**src/rtl/snake_pkg.sv**
```systemverilog
// snake_pkg: shared board geometry, controller states and body-bus segment extraction
package snake_pkg;
  localparam int COORD_W = 3;
  localparam int GRID_W = 8;
  localparam int GRID_CELLS = 64;
  localparam int MAX_LEN_DEF = 16;
  localparam int FLAT_MAX = COORD_W * GRID_CELLS;
  typedef enum logic [2:0] {IDLE, REQ, WAIT, LATCH, CHECK, SCAN, COMMIT} state_e;
  function automatic logic [COORD_W-1:0] seg_at(input logic [FLAT_MAX-1:0] flat, input int i);
    return flat[COORD_W*i +: COORD_W];
  endfunction
endpackage

```
**src/rtl/food_spawner_if.sv**
```systemverilog
// food_spawner_if: spawn request, snake body, generator and food-register signals
interface food_spawner_if
  import snake_pkg::*;
#(parameter int MAX_LEN = MAX_LEN_DEF);
  logic spawn_req;
  logic [COORD_W*MAX_LEN-1:0] snake_x_flat, snake_y_flat;
  logic [4:0] snake_len;
  logic [COORD_W-1:0] rand_x, rand_y;
  logic rand_en;
  logic [COORD_W-1:0] food_x, food_y;
  logic food_valid, busy, done, fail;
  modport master(output spawn_req, snake_x_flat, snake_y_flat, snake_len, rand_x, rand_y,
                 input rand_en, food_x, food_y, food_valid, busy, done, fail);
  modport slave(input spawn_req, snake_x_flat, snake_y_flat, snake_len, rand_x, rand_y,
                output rand_en, food_x, food_y, food_valid, busy, done, fail);
endinterface

```
**src/rtl/food_spawner_cell_occupied.sv**
```systemverilog
// cell_occupied: flags a board cell that matches any of the first len body segments
module cell_occupied
  import snake_pkg::*;
#(parameter int MAX_LEN = MAX_LEN_DEF) (
  input  logic [COORD_W-1:0] cell_x,
  input  logic [COORD_W-1:0] cell_y,
  input  logic [COORD_W*MAX_LEN-1:0] x_flat,
  input  logic [COORD_W*MAX_LEN-1:0] y_flat,
  input  logic [4:0] len,
  output logic hit
);
  always_comb begin
    hit = 1'b0;
    for (int i = 0; i < MAX_LEN; i++)
      hit = hit | ((5'(i) < len) && seg_at(FLAT_MAX'(x_flat), i) == cell_x && seg_at(FLAT_MAX'(y_flat), i) == cell_y);
  end
endmodule

```
**src/rtl/food_spawner.sv**
```systemverilog
// food_spawner: places food on a free board cell using the random generator; FALLBACK_SCAN_EN adds an exhaustive scan after MAX_TRIES collisions
module food_spawner
  import snake_pkg::*;
#(
  parameter int MAX_LEN = MAX_LEN_DEF,
  parameter int MAX_TRIES = 8,
  parameter int INIT_X = 5,
  parameter int INIT_Y = 5
) (
  input logic clk,
  input logic rst,
  food_spawner_if.slave bus
);
  state_e state_q, state_d;
  logic [4:0] idx_q, idx_d, len_eff;
  logic [3:0] tries_q, tries_d;
  logic [5:0] c_q, c_d;
  logic [COORD_W-1:0] cand_x_q, cand_x_d, cand_y_q, cand_y_d;
  logic [COORD_W-1:0] food_x_q, food_x_d, food_y_q, food_y_d, cx, cy;
  logic food_valid_q, food_valid_d, busy_q, busy_d, done_q, done_d, fail_q, fail_d;
  logic rand_en_q, rand_en_d, commit, give_up, seg_hit, hit;
  assign len_eff = bus.snake_len > 5'(MAX_LEN) ? 5'(MAX_LEN) : bus.snake_len;
  assign seg_hit = seg_at(FLAT_MAX'(bus.snake_x_flat), int'(idx_q)) == cand_x_q &&
                   seg_at(FLAT_MAX'(bus.snake_y_flat), int'(idx_q)) == cand_y_q;
  cell_occupied #(.MAX_LEN(MAX_LEN)) u_occ (
    .cell_x(c_q[2:0]), .cell_y(c_q[5:3]),
    .x_flat(bus.snake_x_flat), .y_flat(bus.snake_y_flat),
    .len(len_eff), .hit(hit)
  );
`ifndef FALLBACK_SCAN_EN
  logic unused;
  assign unused = hit ^ (MAX_TRIES == 0);
`endif
  always_comb begin
    state_d = state_q;
    idx_d = idx_q;
    tries_d = tries_q;
    c_d = c_q;
    cand_x_d = cand_x_q;
    cand_y_d = cand_y_q;
    food_x_d = food_x_q;
    food_y_d = food_y_q;
    food_valid_d = food_valid_q;
    busy_d = busy_q;
    done_d = 1'b0;
    fail_d = 1'b0;
    commit = 1'b0;
    give_up = 1'b0;
    cx = cand_x_q;
    cy = cand_y_q;
    case (state_q)
      IDLE: if (bus.spawn_req) begin
        state_d = REQ;
        busy_d = 1'b1;
        food_valid_d = 1'b0;
        tries_d = '0;
      end
      REQ: state_d = WAIT;
      WAIT: state_d = LATCH;
      LATCH: begin
        cand_x_d = bus.rand_x;
        cand_y_d = bus.rand_y;
        idx_d = '0;
        state_d = CHECK;
        commit = len_eff == '0;
        cx = bus.rand_x;
        cy = bus.rand_y;
      end
      CHECK: if (seg_hit) begin
        tries_d = &tries_q ? tries_q : tries_q + 4'd1;
        state_d = REQ;
`ifdef FALLBACK_SCAN_EN
        if (tries_q == 4'(MAX_TRIES - 1)) begin
          state_d = SCAN;
          c_d = '0;
        end
`endif
      end else if (idx_q == len_eff - 5'd1) commit = 1'b1;
      else idx_d = idx_q + 5'd1;
`ifdef FALLBACK_SCAN_EN
      SCAN: if (!hit) begin
        commit = 1'b1;
        cx = c_q[2:0];
        cy = c_q[5:3];
      end else if (&c_q) give_up = 1'b1;
      else c_d = c_q + 6'd1;
`endif
      COMMIT: state_d = IDLE;
      default: state_d = IDLE;
    endcase
    // done/fail are registered on entry to COMMIT so the pulse coincides with the new food value
    if (commit || give_up) begin
      food_x_d = commit ? cx : food_x_q;
      food_y_d = commit ? cy : food_y_q;
      food_valid_d = commit;
      done_d = 1'b1;
      fail_d = give_up;
      busy_d = 1'b0;
      state_d = COMMIT;
    end
    rand_en_d = state_d == REQ;
  end
  always_ff @(posedge clk) begin
    if (rst) begin
      state_q <= IDLE;
      idx_q <= '0;
      tries_q <= '0;
      c_q <= '0;
      cand_x_q <= '0;
      cand_y_q <= '0;
      food_x_q <= COORD_W'(INIT_X);
      food_y_q <= COORD_W'(INIT_Y);
      food_valid_q <= 1'b1;
      busy_q <= 1'b0;
      done_q <= 1'b0;
      fail_q <= 1'b0;
      rand_en_q <= 1'b0;
    end else begin
      state_q <= state_d;
      idx_q <= idx_d;
      tries_q <= tries_d;
      c_q <= c_d;
      cand_x_q <= cand_x_d;
      cand_y_q <= cand_y_d;
      food_x_q <= food_x_d;
      food_y_q <= food_y_d;
      food_valid_q <= food_valid_d;
      busy_q <= busy_d;
      done_q <= done_d;
      fail_q <= fail_d;
      rand_en_q <= rand_en_d;
    end
  end
  assign bus.rand_en = rand_en_q;
  assign bus.food_x = food_x_q;
  assign bus.food_y = food_y_q;
  assign bus.food_valid = food_valid_q;
  assign bus.busy = busy_q;
  assign bus.done = done_q;
  assign bus.fail = fail_q;
endmodule

```
**src/flat_wrapper.sv**
```systemverilog
// flat-port wrapper written by rule: the top's interface ports become plain ports
module food_spawner_flat import snake_pkg::*;
#(
  parameter int MAX_LEN = MAX_LEN_DEF,
  parameter int MAX_TRIES = 8,
  parameter int INIT_X = 5,
  parameter int INIT_Y = 5
)
  (clk, rst, bus_spawn_req, bus_snake_x_flat, bus_snake_y_flat, bus_snake_len, bus_rand_x, bus_rand_y, bus_rand_en, bus_food_x, bus_food_y, bus_food_valid, bus_busy, bus_done, bus_fail);
  food_spawner_if #(.MAX_LEN(MAX_LEN)) bus_i ();
  input logic clk;
  input logic rst;
  input wire logic [$bits(bus_i.spawn_req)-1:0] bus_spawn_req;
  input wire logic [$bits(bus_i.snake_x_flat)-1:0] bus_snake_x_flat;
  input wire logic [$bits(bus_i.snake_y_flat)-1:0] bus_snake_y_flat;
  input wire logic [$bits(bus_i.snake_len)-1:0] bus_snake_len;
  input wire logic [$bits(bus_i.rand_x)-1:0] bus_rand_x;
  input wire logic [$bits(bus_i.rand_y)-1:0] bus_rand_y;
  output wire logic [$bits(bus_i.rand_en)-1:0] bus_rand_en;
  output wire logic [$bits(bus_i.food_x)-1:0] bus_food_x;
  output wire logic [$bits(bus_i.food_y)-1:0] bus_food_y;
  output wire logic [$bits(bus_i.food_valid)-1:0] bus_food_valid;
  output wire logic [$bits(bus_i.busy)-1:0] bus_busy;
  output wire logic [$bits(bus_i.done)-1:0] bus_done;
  output wire logic [$bits(bus_i.fail)-1:0] bus_fail;
  assign bus_i.spawn_req = bus_spawn_req;
  assign bus_i.snake_x_flat = bus_snake_x_flat;
  assign bus_i.snake_y_flat = bus_snake_y_flat;
  assign bus_i.snake_len = bus_snake_len;
  assign bus_i.rand_x = bus_rand_x;
  assign bus_i.rand_y = bus_rand_y;
  assign bus_rand_en = bus_i.rand_en;
  assign bus_food_x = bus_i.food_x;
  assign bus_food_y = bus_i.food_y;
  assign bus_food_valid = bus_i.food_valid;
  assign bus_busy = bus_i.busy;
  assign bus_done = bus_i.done;
  assign bus_fail = bus_i.fail;
  food_spawner #(.MAX_LEN(MAX_LEN), .MAX_TRIES(MAX_TRIES), .INIT_X(INIT_X), .INIT_Y(INIT_Y)) u_core (.clk(clk), .rst(rst), .bus(bus_i));
endmodule
```
**config.mk**
```make
export PLATFORM = sky130hd
export DESIGN_NAME = food_spawner_flat
export DESIGN_NICKNAME = d
export VERILOG_FILES = /design/src/rtl/snake_pkg.sv /design/src/rtl/food_spawner_if.sv /design/src/rtl/food_spawner_cell_occupied.sv /design/src/rtl/food_spawner.sv /design/src/flat_wrapper.sv
export SDC_FILE = /design/constraint.sdc
export NUM_CORES = 1
export LEC_CHECK = 0
export CAP_MARGIN = 20
export CORE_ASPECT_RATIO = 0.9
export CORE_MARGIN = 1.5
export CORE_UTILIZATION = 39
export DETAILED_ROUTE_END_ITERATION = 8
export MAX_ROUTING_LAYER = met4
export PLACE_DENSITY = 0.82
export SLEW_MARGIN = 10
export SYNTH_ARGS = -nofsm -noshare
export SYNTH_HDL_FRONTEND = slang
export SYNTH_HIERARCHICAL = 1
export SYNTH_SLANG_ARGS = --single-unit
```
**constraint.sdc**
```tcl
create_clock -name clk -period 3 [get_ports clk]
set_input_delay 0.45 -clock clk [delete_from_list [all_inputs] [get_ports clk]]
set_output_delay 0.45 -clock clk [all_outputs]
set_load 0.05 [all_outputs]
```
# Word-level counts from Yosys, hierarchy flattened
# Cells that the tools add are included.
[totals] reg_bits=24 wordCells=47 out_inout_bits=11 input_bits=110
[classes] n_mux=14 n_reduce_logical=7 addsub=2 shift=2 mul=1 n_eq_ne=10 magnitude_cmp=1
[ops] cell="$shiftx 192x32->3" n=2
[ops] cell="$mux 3" n=5
[ops] cell="$mux 5" n=3
[ops] cell="$pmux 3 s5" n=1
[ops] cell="$pmux 5 s2" n=1
[ops] cell="$mul 2x5->7 const A" n=1
[ops] cell="$eq 3x1->1 const B" n=2
[ops] cell="$eq 3x2->1 const B" n=2
[ops] cell="$eq 3x3->1" n=2
[ops] cell="$add 5x1->5 const B" n=1
[ops] cell="$eq 5x5->1" n=1
[ops] cell="$gt 5x5->1 const B" n=1
[ops] cell="$logic_not 5->1" n=1
[ops] cell="$sub 5x1->5 const B" n=1
[ops] cell="$ne 2x2->1 const B" n=2
[ops] cell="$eq 3x3->1 const B" n=1
[ops] cell="$logic_not 3->1" n=1
[ops] cell="$mux 1" n=3
[ops] cell="$reduce_and 3->1" n=1
[ops] cell="$pmux 1 s2" n=1
[ops] cell="$reduce_and 2->1" n=1
[ops] cell="$reduce_bool 2->1" n=1
[ops] cell="$reduce_or 2->1" n=1
[ops] cell="$logic_and 1x1->1" n=1

# Logic depth before layout (Yosys ltp)
# Gate-level depths: netlist of run 1.
[logic_depth] depth_word=9 ltp_mapped=10 depth_no_buf=10

# Least setup slack after synthesis of run 1
# Ideal clock, no wire load.
[synth_timing] path_type="in2reg" start="in bus_snake_len[4]" end="reg u_core.idx_q[0]" required_ns=2.930 slack_ns=0.598 arrival_time_ns=2.332 n_path_buf=0 path_stages=10 setup_time_ns=0.070 path_cell_list="nand2b_1 > ha_1 > nor4b_1 > a21oi_1 > xnor2_1 > nor3_1 > o31ai_1 > inv_1 > or3_1 > a21boi_1"
[synth_between] elab_chain_cells=6
[synth_rtl] element="from (decl)" line="flat_wrapper.sv:16" text="input wire logic [$bits(bus_i.snake_len)-1:0] bus_snake_len;"
[synth_rtl] element="$gt 5x5->1" line="food_spawner.sv:22" text="assign len_eff = bus.snake_len > 5'(MAX_LEN) ? 5'(MAX_LEN) : bus.snake_len;"
[synth_rtl] element="$mux 5 *" line="food_spawner.sv:22"
[synth_rtl] element="$sub 5x1->5 *" line="food_spawner.sv:78" text="end else if (idx_q == len_eff - 5'd1) commit = 1'b1;"
[synth_rtl] element="$eq 5x5->1 *" line="food_spawner.sv:78"
[synth_rtl] element="$ne 2x2->1 (no source line) *"
[synth_rtl] element="$reduce_and 3->1 (no source line) *"
[synth_rtl] element="to (signal assigned)" line="food_spawner.sv:120" text="idx_q <= idx_d;"
[synth_rtl] element="to (decl)" line="food_spawner.sv:15" text="logic [4:0] idx_q, idx_d, len_eff;"
# Every way passes the cells marked *; elsewhere a longest branch is shown, timed or not.
# A chain may end at the register's enable or synchronous reset.

# Final worst setup path of run 1
[layout_timing] start="in bus_snake_len[4]" end="reg u_core.food_x_q[1], in the netlist u_core/bus.food_x[1]"
[layout_between] elab_chain_cells=7 elab_cells_between_ends=8 classes_between="add/sub (1); order compare (1); eq/ne (1); mux (4); reduce/logical (1)"
[layout_rtl] element="$gt 5x5->1" line="food_spawner.sv:22"
[layout_rtl] element="$mux 5 *" line="food_spawner.sv:22"
[layout_rtl] element="$sub 5x1->5" line="food_spawner.sv:78"
[layout_rtl] element="$eq 5x5->1" line="food_spawner.sv:78"
[layout_rtl] element="$mux 1" line="food_spawner.sv:78"
[layout_rtl] element="$mux 1" line="food_spawner.sv:69" text="CHECK: if (seg_hit) begin"
[layout_rtl] element="$pmux 1 s2 *" line="food_spawner.sv:51" text="case (state_q)"
[layout_rtl] element="to (signal assigned)" line="food_spawner.sv:111" text="food_x_q <= COORD_W'(INIT_X);"
[layout_rtl] element="to (signal assigned)" line="food_spawner.sv:125" text="food_x_q <= food_x_d;"
[layout_rtl] element="to (decl)" line="food_spawner.sv:19" text="logic [COORD_W-1:0] food_x_q, food_x_d, food_y_q, food_y_d, cx, cy;"
# Marks and branches as above.

==> metrics.md, run 1 <==
| Metric | Value |
|---|---|
| Status | finished, final reports clean |
| Max_slew headroom | 66.0% |
| Mapped cell area | 2130 sq um |
| Worst Reg-to-Reg Cells | 9 |
| Final Util | 67.2% |
| GRT Overall Usage | 22.8% |
| Max incr delay on CP | 0.51 ns |
| Fraction of the yosys area taken by sequential cells | 22.5% |
| Final HPWL DP | 5580 microns |
| Area grow syn2layout | 65.5% |
| Reg-to-Reg Start | u_core/idx_q[1] |
| Pre-antenna DRT Iters | 4 |
| Share of power burned in registers | 36.9% |
| Routed vias | 2410 |
| WL/cell | 15.2 microns |
| DR iter-0 viols | 112 |
| Layout cell share with drive strength beyond 1 | 8.76% |
| Clk pin slew, worst setup/hold paths | 0.09 ns |
| Delay-heaviest family, CP | simple AND/OR/NAND/NOR gates |
| Placed cell count | 451 |
| Hold wc startpoint | u_core/bus.food_valid |
| Fill count | 458 |
| Count of pins over their slew limit | 0 |
| Clock power share | 24.0% |
| Hold slack | 0.483 ns |
| Antenna Nets Post-Route | 0 |
| Worst-path cell chain | clkdlybuf4s50_1 > nand2b_1 > ha_1 > nor4b_2 > a21oi_1 > xnor2_1 > nor3_1 > nand2_1 > a31oi_2 > nor2_4 > mux2_1 |
| RSZ-0062 raised after global routing | no |
| Worst skew pair latency | 0.27 ns |
| Maximum VDD drop | 0.265 mV |
| Largest net degree at the start of global routing | 29 |
| R2R setup slack | 0.28 ns |
| Tot Pwr | 927 uW |
| Top cells by area, synth | mux2i_1 (23%), dfxtp_1 (23%), a21oi_1 (6.8%) |
| Worst-Margin Slew | 0.508 ns |
| Yosys top cell by area | mux2i_1 |
| Post-synth EDFFs | 0 |
| Slowest cell on crit path | clkdlybuf4s50_1 |
| Critical path peak fanout | 5 |
| R2r endpoint | u_core/bus.food_x[0] |
| Clock skew | 0.00517 ns |
| Synth Net Count | 373 |
| N_diodes | 0 |
| Final min period | 2.75 ns |
| DIE AREA | 5930 sq um |
| Crit path required time | 3.16 ns |
| Post-synth top cells | mux2i_1 (50), a21oi_1 (29), nand2_1 (27) |
| Crit start category | input port |
| Vias in the first global route | 2192 |
| CP bufs+invs | 1 |
| Final #Nets | 501 |
| Floorplan Core Area | 5260 sq um |
| Ys flop type | dfxtp_1 |
| # port buffers | 119 |
| Non-Filler Instances | 455 |
| CTS Buf Count | 3 |
| DRT Wirelength | 6920 microns |
| Critical path class | in -> reg |
| Clock sinks | 24 |
| Syn_area_per_cell | 8.18 sq um |
| Synthesis Warnings | 6 |
| WHS Endpoint | u_core/bus.food_valid |
| Maximum clock frequency | 363 MHz |
| Pwr dens | 262 nW/um^2 |
| Register bit total from synthesis | 24 |
| Reg area | 482 sq um |
| P_sw | 256 uW |
| Vias per cell | 5.30 |
| Die Y-Extent | 73.2 microns |
| # IOs | 121 |
| FP Rows | 25 |
| Fin. Hold Viols | 0 |
| Post-Synthesis Cells | 261 |
| Max Cap Viol | 0 |
| First-pass GRT wire length | 10300 microns |
| Logic pwr share | 39.1% |
| CTS tree | yes |
| Worst Path Arrival | 2.92 ns |
| CTS Hold Bufs | 0 |
| Final Cycle Share | 91.8% |
| Synth unique cells | 43 |
| Leak pwr | 1.27 nW |
| Die W | 81.0 microns |
| Sw Ratio | 27.7% |
| DRC | 0 |
| Multi-input logic area | 1550 sq um |
| GRT Residual Overflow | 0 |
| Initial Util | 40.6% |
| Global placer's final weighted congestion | 0.836 |
| Most frequent cell after synthesis | mux2i_1 |
| Final setup viols | 0 |
| Post-synth ARST share | 0% |
| Max Root-Sink Buffers | 2 |
| Internal power | 670 uW |
| Setup crit end kind | flip-flop |
| Hold Crit Depth | 2 |
| Yosys top cell area share | 23.4% |
| Hold Path Class | reg -> reg |
| H-tree levels | 1 |
| Root Driver | clkbuf_8 |
| Initial antenna violation count | 0 |
[kinds of logic (layout without fill, tap and decap cells)]
group / count (synthesis) / in the layout / share of synthesized area, %
AO/OA/AOI/OAI: 55 / 55 / 16.3
XOR/XNOR: 7 / 7 / 2.87
adder cells (fa/ha/maj): 2 / 2 / 1.17
buffers and inverters: 21 / 148 / 5.45
flip-flops: 24 / 24 / 22.5
multiplexers: 52 / 52 / 24.5
other: 1 / 1 / 0.176
AND/OR/NAND/NOR: 99 / 99 / 27.0
[power groups by stage]
stage | Combinational, mW | Sequential (mW) | Clock, mW
floorplan | 0.154 | 0.363 | 0
global placement | 0.355 | 0.348 | 0
detailed placement | 0.360 | 0.349 | 0
CTS | 0.362 | 0.342 | 0.228
global route | 0.389 | 0.344 | 0.243
finish | 0.363 | 0.341 | 0.222
[area by class of cell]
cell class | count | area share, %
tap | 67 | 2.37
multi-input combinational | 216 | 43.8
clock buffer | 4 | 1.56
timing repair buffer | 137 | 37.9
sequential | 24 | 13.6
inverter | 7 | 0.744
[flip-flops by register name, indices dropped and copies added, names as in the netlist]
| register | count |
|---|---|
| u_core/idx_q | 5 |
| u_core/bus.food_x | 3 |
| u_core/bus.food_y | 3 |
| u_core/cand_x_q | 3 |
| u_core/cand_y_q | 3 |
| u_core/state_q | 3 |
| u_core/bus.busy | 1 |
| u_core/bus.done | 1 |
| u_core/bus.food_valid | 1 |
| u_core/bus.rand_en | 1 |
[worst register-to-register path, delay by kind of cell, from the launching register on]
kind | cells | cell delay [ns]
flip-flops | 1 | 0.47
buffers and inverters | 1 | 0.18
AND/OR/NAND/NOR | 5 | 1.45
AO/OA/AOI/OAI | 3 | 0.51
[layer usage]
metal / routed length, microns / GRT usage (%) / part of all wire, %
met3: 675 / 4.13 / 9.8
met4: 37 / 4.02 / 0.53
met1: 2990 / 29.2 / 43
met5: 0 / - / 0
met2: 3220 / 37.8 / 46
[through the flow]
stage | worst slack, ns | TNS, ns | instance area [sq um]
after detailed placement | -0.101 | -0.646 | 3470
after global routing | 0.0793 | 0 | 3530
after CTS | 0.142 | 0 | 3520
after global placement | 0.0130 | 0 | 3470
final | 0.247 | 0 | 3530
after floorplan | 0.598 | 0 | 2130
[cells in the final DEF (no fill, tap or decap), drive strengths merged, types with 4 or more instances in the layout]
cell	synthesis	final
a22oi	12	12
clkbuf	2	4
inv	7	7
nand3	14	14
and3	10	10
xnor2	4	4
a21oi	29	29
mux2i	50	50
clkdlybuf4s50	0	119
dfxtp	24	24
and2	5	5
buf	12	18
nor2b	4	4
nor2	11	11
nor4	7	7
nand2b	5	5
nand2	27	27
[repair_timing]
action | in CTS | in global routing
setup endpoints to repair | 0 | 6
setup buffers | 0 | 0
resized for setup | 0 | 2
hold endpoints to repair | 0 | 0
[worst max path at each step]
stage,start,endpoint,slack (ns),cells after the start
6_report,bus_snake_len[4],u_core/bus.food_x[1],0.25,11
5_1_grt,bus_snake_len[4],u_core/idx_q[4],0.08,12
4_1_cts,u_core/idx_q[2],u_core/bus.food_x[0],0.14,9
2_1_floorplan,bus_snake_len[4],u_core/idx_q[0],0.60,10
3_3_place_gp,bus_snake_len[4],u_core/idx_q[4],0.01,12
3_5_place_dp,bus_snake_len[4],u_core/bus.food_y[1],-0.10,11
No activity file was read; power rests on OpenSTA's default activity.
==> inputs of run 2 (changes only) <==
CTS_CLUSTER_SIZE = 8   (was default)
==> results of run 2 <==
Final layout, timing and power as in run 1 (identical DEF).
